**src/rtl/mem_bus_arbiter_pkg.sv**
```systemverilog
// mem_bus_arbiter_pkg
//   Shared types for the memory bus arbiter: access size encoding, arbiter
//   FSM states and grant identifiers. Also provides the alignment test used
//   when the build defines MEM_ALIGN_CHECK_EN.
package mem_bus_arbiter_pkg;

    typedef enum logic [1:0] {
        SIZE_BYTE = 2'd0,
        SIZE_HALF = 2'd1,
        SIZE_WORD = 2'd2
    } mem_size_t;

    typedef enum logic [1:0] {
        ARB_IDLE = 2'd0,
        ARB_BUS  = 2'd1,
        ARB_ACK  = 2'd2
    } arb_state_t;

    typedef enum logic {
        GRANT_IF = 1'b0,
        GRANT_D  = 1'b1
    } grant_t;

    // HALF needs an even offset, WORD needs offset 0; bytes are always aligned.
    function automatic logic is_misaligned(input logic [1:0] size, input logic [1:0] off);
        logic r;
        r = 1'b0;
        if (size == SIZE_HALF)
            r = off[0];
        else if (size == SIZE_WORD)
            r = (off != 2'b00);
        return r;
    endfunction

endpackage

```
**src/rtl/mem_bus_arbiter_lane_steer.sv**
```systemverilog
// mem_lane_steer
//   Combinational big-endian byte-lane steering between CPU-order data and
//   the little-lane-numbered 32-bit bus (lane k = bits [8k+7:8k] = byte at
//   base+k).
//   Ports:
//     i_size   access size (mem_size_t encoding; 3 treated as WORD)
//     i_off    byte offset within the word (HALF uses only bit 1)
//     i_signed sign-extend sub-word read values
//     i_wdata  right-justified store data
//     i_rdata  raw bus read data
//     o_be     byte enables
//     o_wdata  lane-steered write data, unused lanes zero
//     o_rdata  CPU-order read value, extended to 32 bits
module mem_lane_steer
    import mem_bus_arbiter_pkg::*;
(
    input  logic [1:0]  i_size,
    input  logic [1:0]  i_off,
    input  logic        i_signed,
    input  logic [31:0] i_wdata,
    input  logic [31:0] i_rdata,
    output logic [3:0]  o_be,
    output logic [31:0] o_wdata,
    output logic [31:0] o_rdata
);

    logic [1:0]  w_hoff;
    logic [7:0]  w_byte;
    logic [15:0] w_half_raw;
    logic [15:0] w_half;

    always_comb begin
        // Half-word offset is truncated to even, so an odd HALF offset
        // behaves like the aligned half that contains it.
        w_hoff     = {i_off[1], 1'b0};
        w_byte     = i_rdata[{i_off, 3'b000} +: 8];
        w_half_raw = i_rdata[{w_hoff, 3'b000} +: 16];
        // lane o is the most significant byte of the value
        w_half     = {w_half_raw[7:0], w_half_raw[15:8]};

        o_be    = 4'b1111;
        o_wdata = {i_wdata[7:0], i_wdata[15:8], i_wdata[23:16], i_wdata[31:24]};
        o_rdata = {i_rdata[7:0], i_rdata[15:8], i_rdata[23:16], i_rdata[31:24]};

        case (i_size)
            SIZE_BYTE: begin
                o_be    = 4'b0001 << i_off;
                o_wdata = {24'd0, i_wdata[7:0]} << {i_off, 3'b000};
                o_rdata = {{24{i_signed & w_byte[7]}}, w_byte};
            end
            SIZE_HALF: begin
                o_be    = 4'b0011 << w_hoff;
                o_wdata = {16'd0, i_wdata[7:0], i_wdata[15:8]} << {w_hoff, 3'b000};
                o_rdata = {{16{i_signed & w_half[15]}}, w_half};
            end
            default: begin
                // WORD: full byte swap set above; offset ignored
            end
        endcase
    end

endmodule

```
**src/rtl/mem_bus_arbiter.sv**
```systemverilog
// mem_bus_arbiter
//   Shares one Avalon-MM master between instruction fetch (IF) and data
//   load/store (D). Round-robin on ties, one transfer at a time through
//   IDLE -> BUS -> ACK, with big-endian lane steering so the core only sees
//   CPU-order data.
//   Optional build macro: MEM_ALIGN_CHECK_EN adds d_misaligned; misaligned
//   D requests then skip the bus and are acknowledged with d_misaligned=1.
//   Ports:
//     clk, reset            clock, synchronous active-high reset
//     if_req/if_addr        fetch request (always a WORD read)
//     if_ack/if_rdata       fetch done pulse / instruction
//     d_req/d_we/d_addr/d_size/d_signed/d_wdata   data request
//     d_ack/d_rdata         data done pulse / load result
//     address/read/write/byteenable/writedata     registered Avalon outputs
//     waitrequest/readdata  Avalon inputs
//     d_misaligned          (MEM_ALIGN_CHECK_EN only) misaligned access flag
module mem_bus_arbiter
    import mem_bus_arbiter_pkg::*;
(
    input  logic        clk,
    input  logic        reset,
    input  logic        if_req,
    input  logic [31:0] if_addr,
    output logic        if_ack,
    output logic [31:0] if_rdata,
    input  logic        d_req,
    input  logic        d_we,
    input  logic [31:0] d_addr,
    input  logic [1:0]  d_size,
    input  logic        d_signed,
    input  logic [31:0] d_wdata,
    output logic        d_ack,
    output logic [31:0] d_rdata,
    output logic [31:0] address,
    output logic        read,
    output logic        write,
    input  logic        waitrequest,
    output logic [31:0] writedata,
    output logic [3:0]  byteenable,
    input  logic [31:0] readdata
`ifdef MEM_ALIGN_CHECK_EN
    ,
    output logic        d_misaligned
`endif
);

    arb_state_t  r_state;
    grant_t      r_grant;
    grant_t      r_last;
    logic [31:0] r_address;
    logic        r_read;
    logic        r_write;
    logic [3:0]  r_byteenable;
    logic [31:0] r_writedata;
    logic        r_if_ack;
    logic        r_d_ack;
    logic [31:0] r_if_rdata;
    logic [31:0] r_d_rdata;
    // read-steering parameters latched at grant
    logic [1:0]  r_size;
    logic [1:0]  r_off;
    logic        r_sgn;
`ifdef MEM_ALIGN_CHECK_EN
    logic        r_misaligned;
`endif

    logic        w_any;
    logic        w_pick_d;
    logic [31:0] w_pick_addr;
    logic [1:0]  w_pick_off;
    logic [1:0]  w_pick_size;
    logic        w_pick_sgn;
    logic        w_pick_we;
    logic        w_mis;
    logic [1:0]  w_st_size;
    logic [1:0]  w_st_off;
    logic        w_st_sgn;
    logic [3:0]  w_be;
    logic [31:0] w_wdata;
    logic [31:0] w_rdata;

    always_comb begin
        w_any       = if_req | d_req;
        // D wins a tie unless it had the previous grant
        w_pick_d    = d_req & (~if_req | (r_last == GRANT_IF));
        w_pick_addr = w_pick_d ? d_addr : if_addr;
        w_pick_off  = w_pick_d ? w_pick_addr[1:0] : 2'b00;
        w_pick_size = w_pick_d ? d_size : SIZE_WORD;
        w_pick_sgn  = w_pick_d & d_signed;
        w_pick_we   = w_pick_d & d_we;
`ifdef MEM_ALIGN_CHECK_EN
        w_mis       = w_pick_d & is_misaligned(d_size, d_addr[1:0]);
`else
        w_mis       = 1'b0;
`endif
        // One steering unit: in IDLE it shapes the request being granted,
        // afterwards it decodes readdata for the latched request.
        if (r_state == ARB_IDLE) begin
            w_st_size = w_pick_size;
            w_st_off  = w_pick_off;
            w_st_sgn  = w_pick_sgn;
        end else begin
            w_st_size = r_size;
            w_st_off  = r_off;
            w_st_sgn  = r_sgn;
        end
    end

    mem_lane_steer u_steer (
        .i_size   (w_st_size),
        .i_off    (w_st_off),
        .i_signed (w_st_sgn),
        .i_wdata  (d_wdata),
        .i_rdata  (readdata),
        .o_be     (w_be),
        .o_wdata  (w_wdata),
        .o_rdata  (w_rdata)
    );

    always_ff @(posedge clk) begin
        if (reset) begin
            r_state      <= ARB_IDLE;
            r_grant      <= GRANT_IF;
            r_last       <= GRANT_IF;
            r_address    <= '0;
            r_read       <= 1'b0;
            r_write      <= 1'b0;
            r_byteenable <= '0;
            r_writedata  <= '0;
            r_if_ack     <= 1'b0;
            r_d_ack      <= 1'b0;
            r_if_rdata   <= '0;
            r_d_rdata    <= '0;
            r_size       <= '0;
            r_off        <= '0;
            r_sgn        <= 1'b0;
`ifdef MEM_ALIGN_CHECK_EN
            r_misaligned <= 1'b0;
`endif
        end else begin
            // acks and the misaligned flag are single-cycle pulses
            r_if_ack <= 1'b0;
            r_d_ack  <= 1'b0;
`ifdef MEM_ALIGN_CHECK_EN
            r_misaligned <= 1'b0;
`endif
            case (r_state)
                ARB_IDLE: begin
                    if (w_any) begin
                        r_grant <= w_pick_d ? GRANT_D : GRANT_IF;
                        r_size  <= w_pick_size;
                        r_off   <= w_pick_off;
                        r_sgn   <= w_pick_sgn;
                        if (w_mis) begin
`ifdef MEM_ALIGN_CHECK_EN
                            r_misaligned <= 1'b1;
`endif
                            r_d_ack   <= 1'b1;
                            r_d_rdata <= '0;
                            r_state   <= ARB_ACK;
                        end else begin
                            r_address    <= {w_pick_addr[31:2], 2'b00};
                            r_read       <= ~w_pick_we;
                            r_write      <= w_pick_we;
                            r_byteenable <= w_be;
                            r_writedata  <= w_pick_we ? w_wdata : 32'd0;
                            r_state      <= ARB_BUS;
                        end
                    end
                end
                ARB_BUS: begin
                    if (!waitrequest) begin
                        r_read  <= 1'b0;
                        r_write <= 1'b0;
                        if (r_read) begin
                            if (r_grant == GRANT_D)
                                r_d_rdata <= w_rdata;
                            else
                                r_if_rdata <= w_rdata;
                        end
                        if (r_grant == GRANT_D)
                            r_d_ack <= 1'b1;
                        else
                            r_if_ack <= 1'b1;
                        r_state <= ARB_ACK;
                    end
                end
                ARB_ACK: begin
                    r_last  <= r_grant;
                    r_state <= ARB_IDLE;
                end
                default: r_state <= ARB_IDLE;
            endcase
        end
    end

    assign address    = r_address;
    assign read       = r_read;
    assign write      = r_write;
    assign byteenable = r_byteenable;
    assign writedata  = r_writedata;
    assign if_ack     = r_if_ack;
    assign d_ack      = r_d_ack;
    assign if_rdata   = r_if_rdata;
    assign d_rdata    = r_d_rdata;
`ifdef MEM_ALIGN_CHECK_EN
    assign d_misaligned = r_misaligned;
`endif

endmodule

```
**config.mk**
```make
export PLATFORM = sky130hd
export DESIGN_NAME = mem_bus_arbiter
export DESIGN_NICKNAME = d
export VERILOG_FILES = /design/src/rtl/mem_bus_arbiter_pkg.sv /design/src/rtl/mem_bus_arbiter_lane_steer.sv /design/src/rtl/mem_bus_arbiter.sv
export SDC_FILE = /design/constraint.sdc
export NUM_CORES = 1
export LEC_CHECK = 0
export ABC_AREA = 0
export CELL_PAD_IN_SITES_DETAIL_PLACEMENT = 1
export CELL_PAD_IN_SITES_GLOBAL_PLACEMENT = 2
export CORE_UTILIZATION = 26
export CTS_CLUSTER_SIZE = 24
export DETAILED_ROUTE_END_ITERATION = 10
export GPL_TIMING_DRIVEN = 0
export PLACE_DENSITY_LB_ADDON = 0.1
export SLEW_MARGIN = 20
export SYNTH_ARGS = -nofsm -noshare
export SYNTH_HDL_FRONTEND = slang
export SYNTH_HIERARCHICAL = 1
export SYNTH_SLANG_ARGS = --single-unit
```
**constraint.sdc**
```tcl
create_clock -name clk -period 5.8 [get_ports clk]
set_clock_uncertainty 0.15 [all_clocks]
set_input_delay 0.87 -clock clk [delete_from_list [all_inputs] [get_ports clk]]
set_output_delay 0.87 -clock clk [all_outputs]
set_load 0.05 [all_outputs]
```
# After elaboration in Yosys (flattened, before gate mapping)

Index checks and enable logic that the tools add are counted.

Shift-type cells: 6
Mux-type cells: 21
Reductions and logical operators: 9
Bitwise logic cells: 13
Eq/ne operators: 5

Operator list:

| cell                  | number |
|---|---|
| $pmux W32 S2          | 2 |
| $mux W32              | 2 |
| $shiftx A32 B6 Y16    | 1 |
| $shiftx A32 B6 Y8     | 1 |
| $shl A16 B5 Y32       | 1 |
| $shl A8 B5 Y32        | 1 |
| $mux W2               | 6 |
| $pmux W4 S2           | 1 |
| $reduce_and A4 Y1     | 2 |
| $mux W1               | 7 |
| $not A1 Y1            | 6 |
| $and A1 B1 Y1         | 5 |
| $eq A2 B1 Y1 const B  | 2 |
| $logic_not A2 Y1      | 2 |
| $ne A2 B2 Y1 const B  | 2 |
| $pmux W1 S2           | 2 |
| $pmux W2 S2           | 1 |
| $reduce_and A2 Y1     | 2 |
| $shl A1 B2 Y4 const A | 1 |
| $shl A2 B2 Y4 const A | 1 |
| $reduce_and A3 Y1     | 1 |
| $reduce_or A3 Y1      | 1 |
| $eq A2 B2 Y1 const B  | 1 |
| $or A1 B1 Y1          | 2 |
| $reduce_bool A2 Y1    | 1 |

Register bits after elaboration: 143
Logic and storage cells: 69
Output and inout port bits: 136
Bits of input ports: 137

# Depth between registers and ports, before layout

Word-level depth: 9
Depth in mapped cells: 13
Gate-level depth less buffers: 8

# By module

The synthesis kept the hierarchy.

Modules (own cells, without submodules):

| module          | times used | area each (µm²) | seq. area each (µm²) | cells each |
|---|---|---|---|---|
| mem_bus_arbiter | 1          | 5706.7          | 2862.7               | 652 |
| mem_lane_steer  | 1          | 1162.4          | 0.0                  | 181 |

# Worst setup path after synthesis

No wires, ideal clock.

Kind: input port to flip-flop
Start: input port d_req
End: register r_d_rdata[7] (netlist: d_rdata[7])
Library setup time: 0.126 ns
Buffers on the path: 3
Stages on the path: 11
Data required time: 5.524 ns
Arrival: 2.727 ns
Setup slack: 2.797 ns
Cell sequence: a21boi_2 -> buf_2 -> buf_2 -> nand3_1 -> nand2_1 -> buf_6 -> mux2_4 -> a22o_1 -> a311o_1 -> nand2_1 -> mux2i_1

Word-level cells in the longest chain between the ends: 6
Elaborated cells between the ends (all ways): 11
Those cells by class: eq/ne (1); shift (2); mux (6); bitwise (1); reduce/logical (1)

Ends and longest elaborated chain:

| item                  | RTL line                         | RTL |
|---|---|---|
| start, declared       | mem_bus_arbiter.sv:26            | `input logic d_req,` |
| $and A1 B1 Y1 (*)     | mem_bus_arbiter.sv:85            | `w_pick_d = d_req & (~if_req \| (r_last == GRANT_IF));` |
| $mux W32              | mem_bus_arbiter.sv:86            | `w_pick_addr = w_pick_d ? d_addr : if_addr;` |
| $mux W2 (*)           | mem_bus_arbiter.sv:87            | `w_pick_off = w_pick_d ? w_pick_addr[1:0] : 2'b00;` |
| $mux W2 (*)           | mem_bus_arbiter.sv:98            | `if (r_state == ARB_IDLE) begin` |
| named net w_st_off[0] | mem_bus_arbiter.sv:76            | `logic [1:0] w_st_off;` |
| $shiftx A32 B6 Y8 (*) | mem_bus_arbiter_lane_steer.sv:36 | `w_byte = i_rdata[{i_off, 3'b000} +: 8];` |
| $pmux W32 S2 (*)      | mem_bus_arbiter_lane_steer.sv:45 | `case (i_size)` |
| named net w_rdata[7]  | mem_bus_arbiter.sv:80            | `logic [31:0] w_rdata;` |
| end signal, assigned  | mem_bus_arbiter.sv:177           | `r_d_rdata <= w_rdata;` |
| end, declared         | mem_bus_arbiter.sv:58            | `logic [31:0] r_d_rdata;` |

Mark *: on every way through the listed nets, which the timed path passes. The rest lies on a longest branch.
A chain may end at the register's enable or synchronous reset.

# Worst setup path in the final report

Start: input port d_req
End: register r_writedata[31] (netlist: writedata[31])

Word-level cells in the longest chain between the ends: 7
Elaborated cells between the ends (all ways): 15
Those cells by class: eq/ne (1); shift (2); mux (7); bitwise (3); reduce/logical (2)

Ends and longest elaborated chain:

| item                                              | RTL line                                                           | RTL |
|---|---|---|
| $and A1 B1 Y1 (*)                                 | mem_bus_arbiter.sv:85                                              |  |
| $mux W32                                          | mem_bus_arbiter.sv:86                                              |  |
| $mux W2 (*)                                       | mem_bus_arbiter.sv:87                                              |  |
| $mux W2 (*)                                       | mem_bus_arbiter.sv:98                                              |  |
| named net w_st_off[1]                             | mem_bus_arbiter.sv:76                                              |  |
| $shl A16 B5 Y32 or $shl A8 B5 Y32 (tied branches) | mem_bus_arbiter_lane_steer.sv:53, mem_bus_arbiter_lane_steer.sv:48 |  |
| $pmux W32 S2 (*)                                  | mem_bus_arbiter_lane_steer.sv:45                                   |  |
| named net w_wdata[31]                             | mem_bus_arbiter.sv:79                                              | `logic [31:0] w_wdata;` |
| $mux W32 (*)                                      | mem_bus_arbiter.sv:166                                             | `r_writedata <= w_pick_we ? w_wdata : 32'd0;` |
| end signal, assigned                              | mem_bus_arbiter.sv:166                                             |  |
| end, declared                                     | mem_bus_arbiter.sv:54                                              | `logic [31:0] r_writedata;` |

Marks and branches as above.

==> results.cfg <==
[status]
status = completed

[synth]
synth_area_per_cell_sq_um = 8.246
synth-edff-count = 0
mappedNetlistArea_sq_um = 6869
ys_async_sr_fraction = 0
yosysWarningCount = 6
ys_seq_elements = 143
seq_area_frac_synth = 0.4168
ys_types = 60
synth_ff_type = dfxtp_1
synthCells = 833

[min_path]
hold_path_class = reg -> reg

[drt]
drtIter0Drc = 292
dr.pass1.iters = 4
drc_errors = 0
num_vias = 7178
wl_per_cell_microns = 19.70
antenna_left = 0
wl_microns = 28910
vias_per_cell = 4.893

[die]
core-area_sq_um = 25980
die_area_sq_um = 27070
dieWidth_microns = 164.5
die_h_microns = 164.5
ios = 273
fp-row-count = 59
start_util = 0.2643

[setup_path]
cp.arrival_ns = 3.96
criticalPathCategory = in -> reg
crit_start = d_req
cp-end-kind = flop
critPathLaunchType = input pin
cp.required_ns = 6.00
rr_endpoint = writedata[31]
r2r_slack_ns = 2.45
r2r-start = r_state[0]
cp_max_fo = 10
reg2reg_depth = 11
endpoint = writedata[31]

[clock_tree]
htree_levels = 4
root_buffer = clkbuf_16
clkLatencyLatePin_ns = 0.43
cts.path.max_buffers = 2
cts.sink_count = 143
cts_hold_buf = 0
cts-resized-gates = 0
clkTransAtPathRegs_ns = 0.07
numCtsBuffers = 17
cts_tree = built
postCtsSetupBuffers = 0

[timing]
setup_violations = 0
max_freq_ghz = 0.2663
rsz0062_at_grt = no
slew-limit-headroom = 0.4469
min_period_ns = 3.755
maxSlewViolCount = 0
fin_tns_setup_ns = 0
fin_crit_sh = 0.6474
final-hold-violation-count = 0
tightest_slew_ns = 0.8251

[place]
dpl.hpwl_microns = 22390
place_congestion = 0.7847
portBuffers = 266

[global_route]
grt_max_degree = 17
grt_pass1_wl_microns = 43680
track_usage = 0.2142
antenna_found_initial = 0
grt_pass1_vias = 7418
overflow = 0

[final_layout]
nFillCells = 3074
fin_nets = 1256
drive_gt1_frac = 0.08039
n_antenna_cell = 0
area_delta_synth_final_pct = 53.95

[power_and_ir_drop]
p_leak_nw = 4.095
ir_drop_v = 0.0001731
power.total_mw = 2.977
cellPowerDensity_nw_per_um2 = 281.5

[flow_run]
cap_violations = 0
-- cell usage in the layout (no fill, tap or decap), types with 2 or more instances in the layout --
cell             netlist  layout
o21ai_0               49      49
or2_1                  2       2
nand2_1              199     199
conb_1                 1       2
nand2b_1               4       4
inv_1                  8       8
inv_6                  0       3
nor2b_1                2       2
nand3_1               39      39
clkinv_4               0       4
buf_2                 29      29
bufinv_16              0       3
a221oi_1               6       6
a22o_1                17      17
a311oi_1              30      30
clkdlybuf4s50_1        0     266
nor2_2                 2       2
buf_6                  8       8
nor2_1                11      11
a32oi_1                7       7
clkbuf_16              0      17
mux2i_1               73      73
mux2_4                 2       2
a21oi_1               73      73
dfxtp_1              143     143
clkinvlp_4             0       4
nor3_1                 2       2
nand4_1               32      32
buf_1                  3       3
and2_1                11      11
buf_4                  4       4
clkbuf_1              42      42
-- cells in the mapped netlist, drive strengths merged (2+ instances only) --
master | instances | area [sq um]
nand2 | 199 | 747.0
dfxtp | 143 | 2863
a21oi | 73 | 365.4
mux2i | 73 | 730.7
o21ai | 49 | 245.2
buf | 44 | 276.5
clkbuf | 43 | 162.7
nand3 | 39 | 195.2
nand4 | 32 | 200.2
a311oi | 30 | 262.8
a22o | 17 | 148.9
nor2 | 14 | 65.06
and2 | 11 | 68.82
inv | 9 | 33.78
a221oi | 7 | 67.56
a32oi | 7 | 61.31
nand2b | 4 | 25.02
or2 | 4 | 25.03
nor3 | 3 | 20.02
and4bb | 2 | 25.02
mux2 | 2 | 30.03
nor2b | 2 | 12.51
nor4 | 2 | 27.53
-- metal layers --
metal	vias to the layer above	share of wire	track usage
met2	176	0.48	0.3657
met5	-	0	0
met3	36	0.044	0.03591
met4	0	0.020	0.06964
met1	3435	0.45	0.2724
li1	3531	-	-
-- critical path: stages --
cell	delay (ns)
clkdlybuf4s50_1	0.50
a21boi_2	0.26
buf_2	0.30
buf_2	0.25
nand3_1	0.13
nand2_1	0.24
buf_4	0.23
inv_1	0.08
o21bai_2	0.30
buf_2	0.30
and2_1	0.17
nand4_1	0.11
a21oi_1	0.20
-- worst min path at each step --
stage / from / endpoint / slack (ns) / depth (start not counted)
2_1_floorplan: r_off[0] / r_off[0] / 0.30 / 2
3_3_place_gp: if_rdata[18] / if_rdata[18] / 0.29 / 2
3_5_place_dp: if_rdata[10] / if_rdata[10] / 0.30 / 2
4_1_cts: if_rdata[10] / if_rdata[10] / 0.31 / 2
5_1_grt: if_rdata[20] / if_rdata[20] / 0.33 / 2
6_report: d_rdata[18] / d_rdata[18] / 0.31 / 2
-- sequential cells by signal, summed over array words and instances, names as in the netlist, 2 cells and up --
| signal | cells |
|---|---|
| address | 30 |
| byteenable | 4 |
| d_rdata | 32 |
| writedata | 32 |
| if_rdata | 32 |
| r_size | 2 |
| r_state | 2 |
| r_off | 2 |
-- cell families (layout without fill, tap and decap cells) --
| logic type | count (synthesis) | after routing | synth area share |
|---|---|---|---|
| and+or+nand+nor | 321 | 321 | 0.2160 |
| AOI/OAI and AO/OA | 197 | 197 | 0.1871 |
| DFF | 143 | 143 | 0.4168 |
| buffers and inverters | 96 | 394 | 0.06885 |
| muxes | 75 | 75 | 0.1107 |
| other | 1 | 2 | 0.0005459 |
-- area by class of cell --
type                       count  area (sq um)  share of cell area
tap                          335         419.2             0.03964
inverter                       9         33.78            0.003195
timing repair buffer         266          2663              0.2518
clock buffer                  18         439.2             0.04153
buffer                        87         439.2             0.04153
sequential                   143          2863              0.2707
clock inverter                14         181.4             0.01716
multi-input combinational    595          3537              0.3345
-- power by group --
group	switching (mW)	internal, mW
combinational	0.463	0.283
sequential	0.0275	1.03
clock	0.479	0.695
-- stage by stage --
step,utilization,hold WS [ns],std cells,cell area [sq um],setup WS [ns]
floorplan,-,0.3044,834,6873,2.797
global placement,0.3831,0.2941,1435,9955,1.585
detailed placement,0.3831,0.2989,1435,9955,1.588
CTS,0.4070,0.3098,1467,10580,2.003
global route,0.4070,0.3315,1467,10580,1.738
finish,0.4070,0.3059,1467,10580,2.045
No activity file was read; power rests on OpenSTA's default activity.
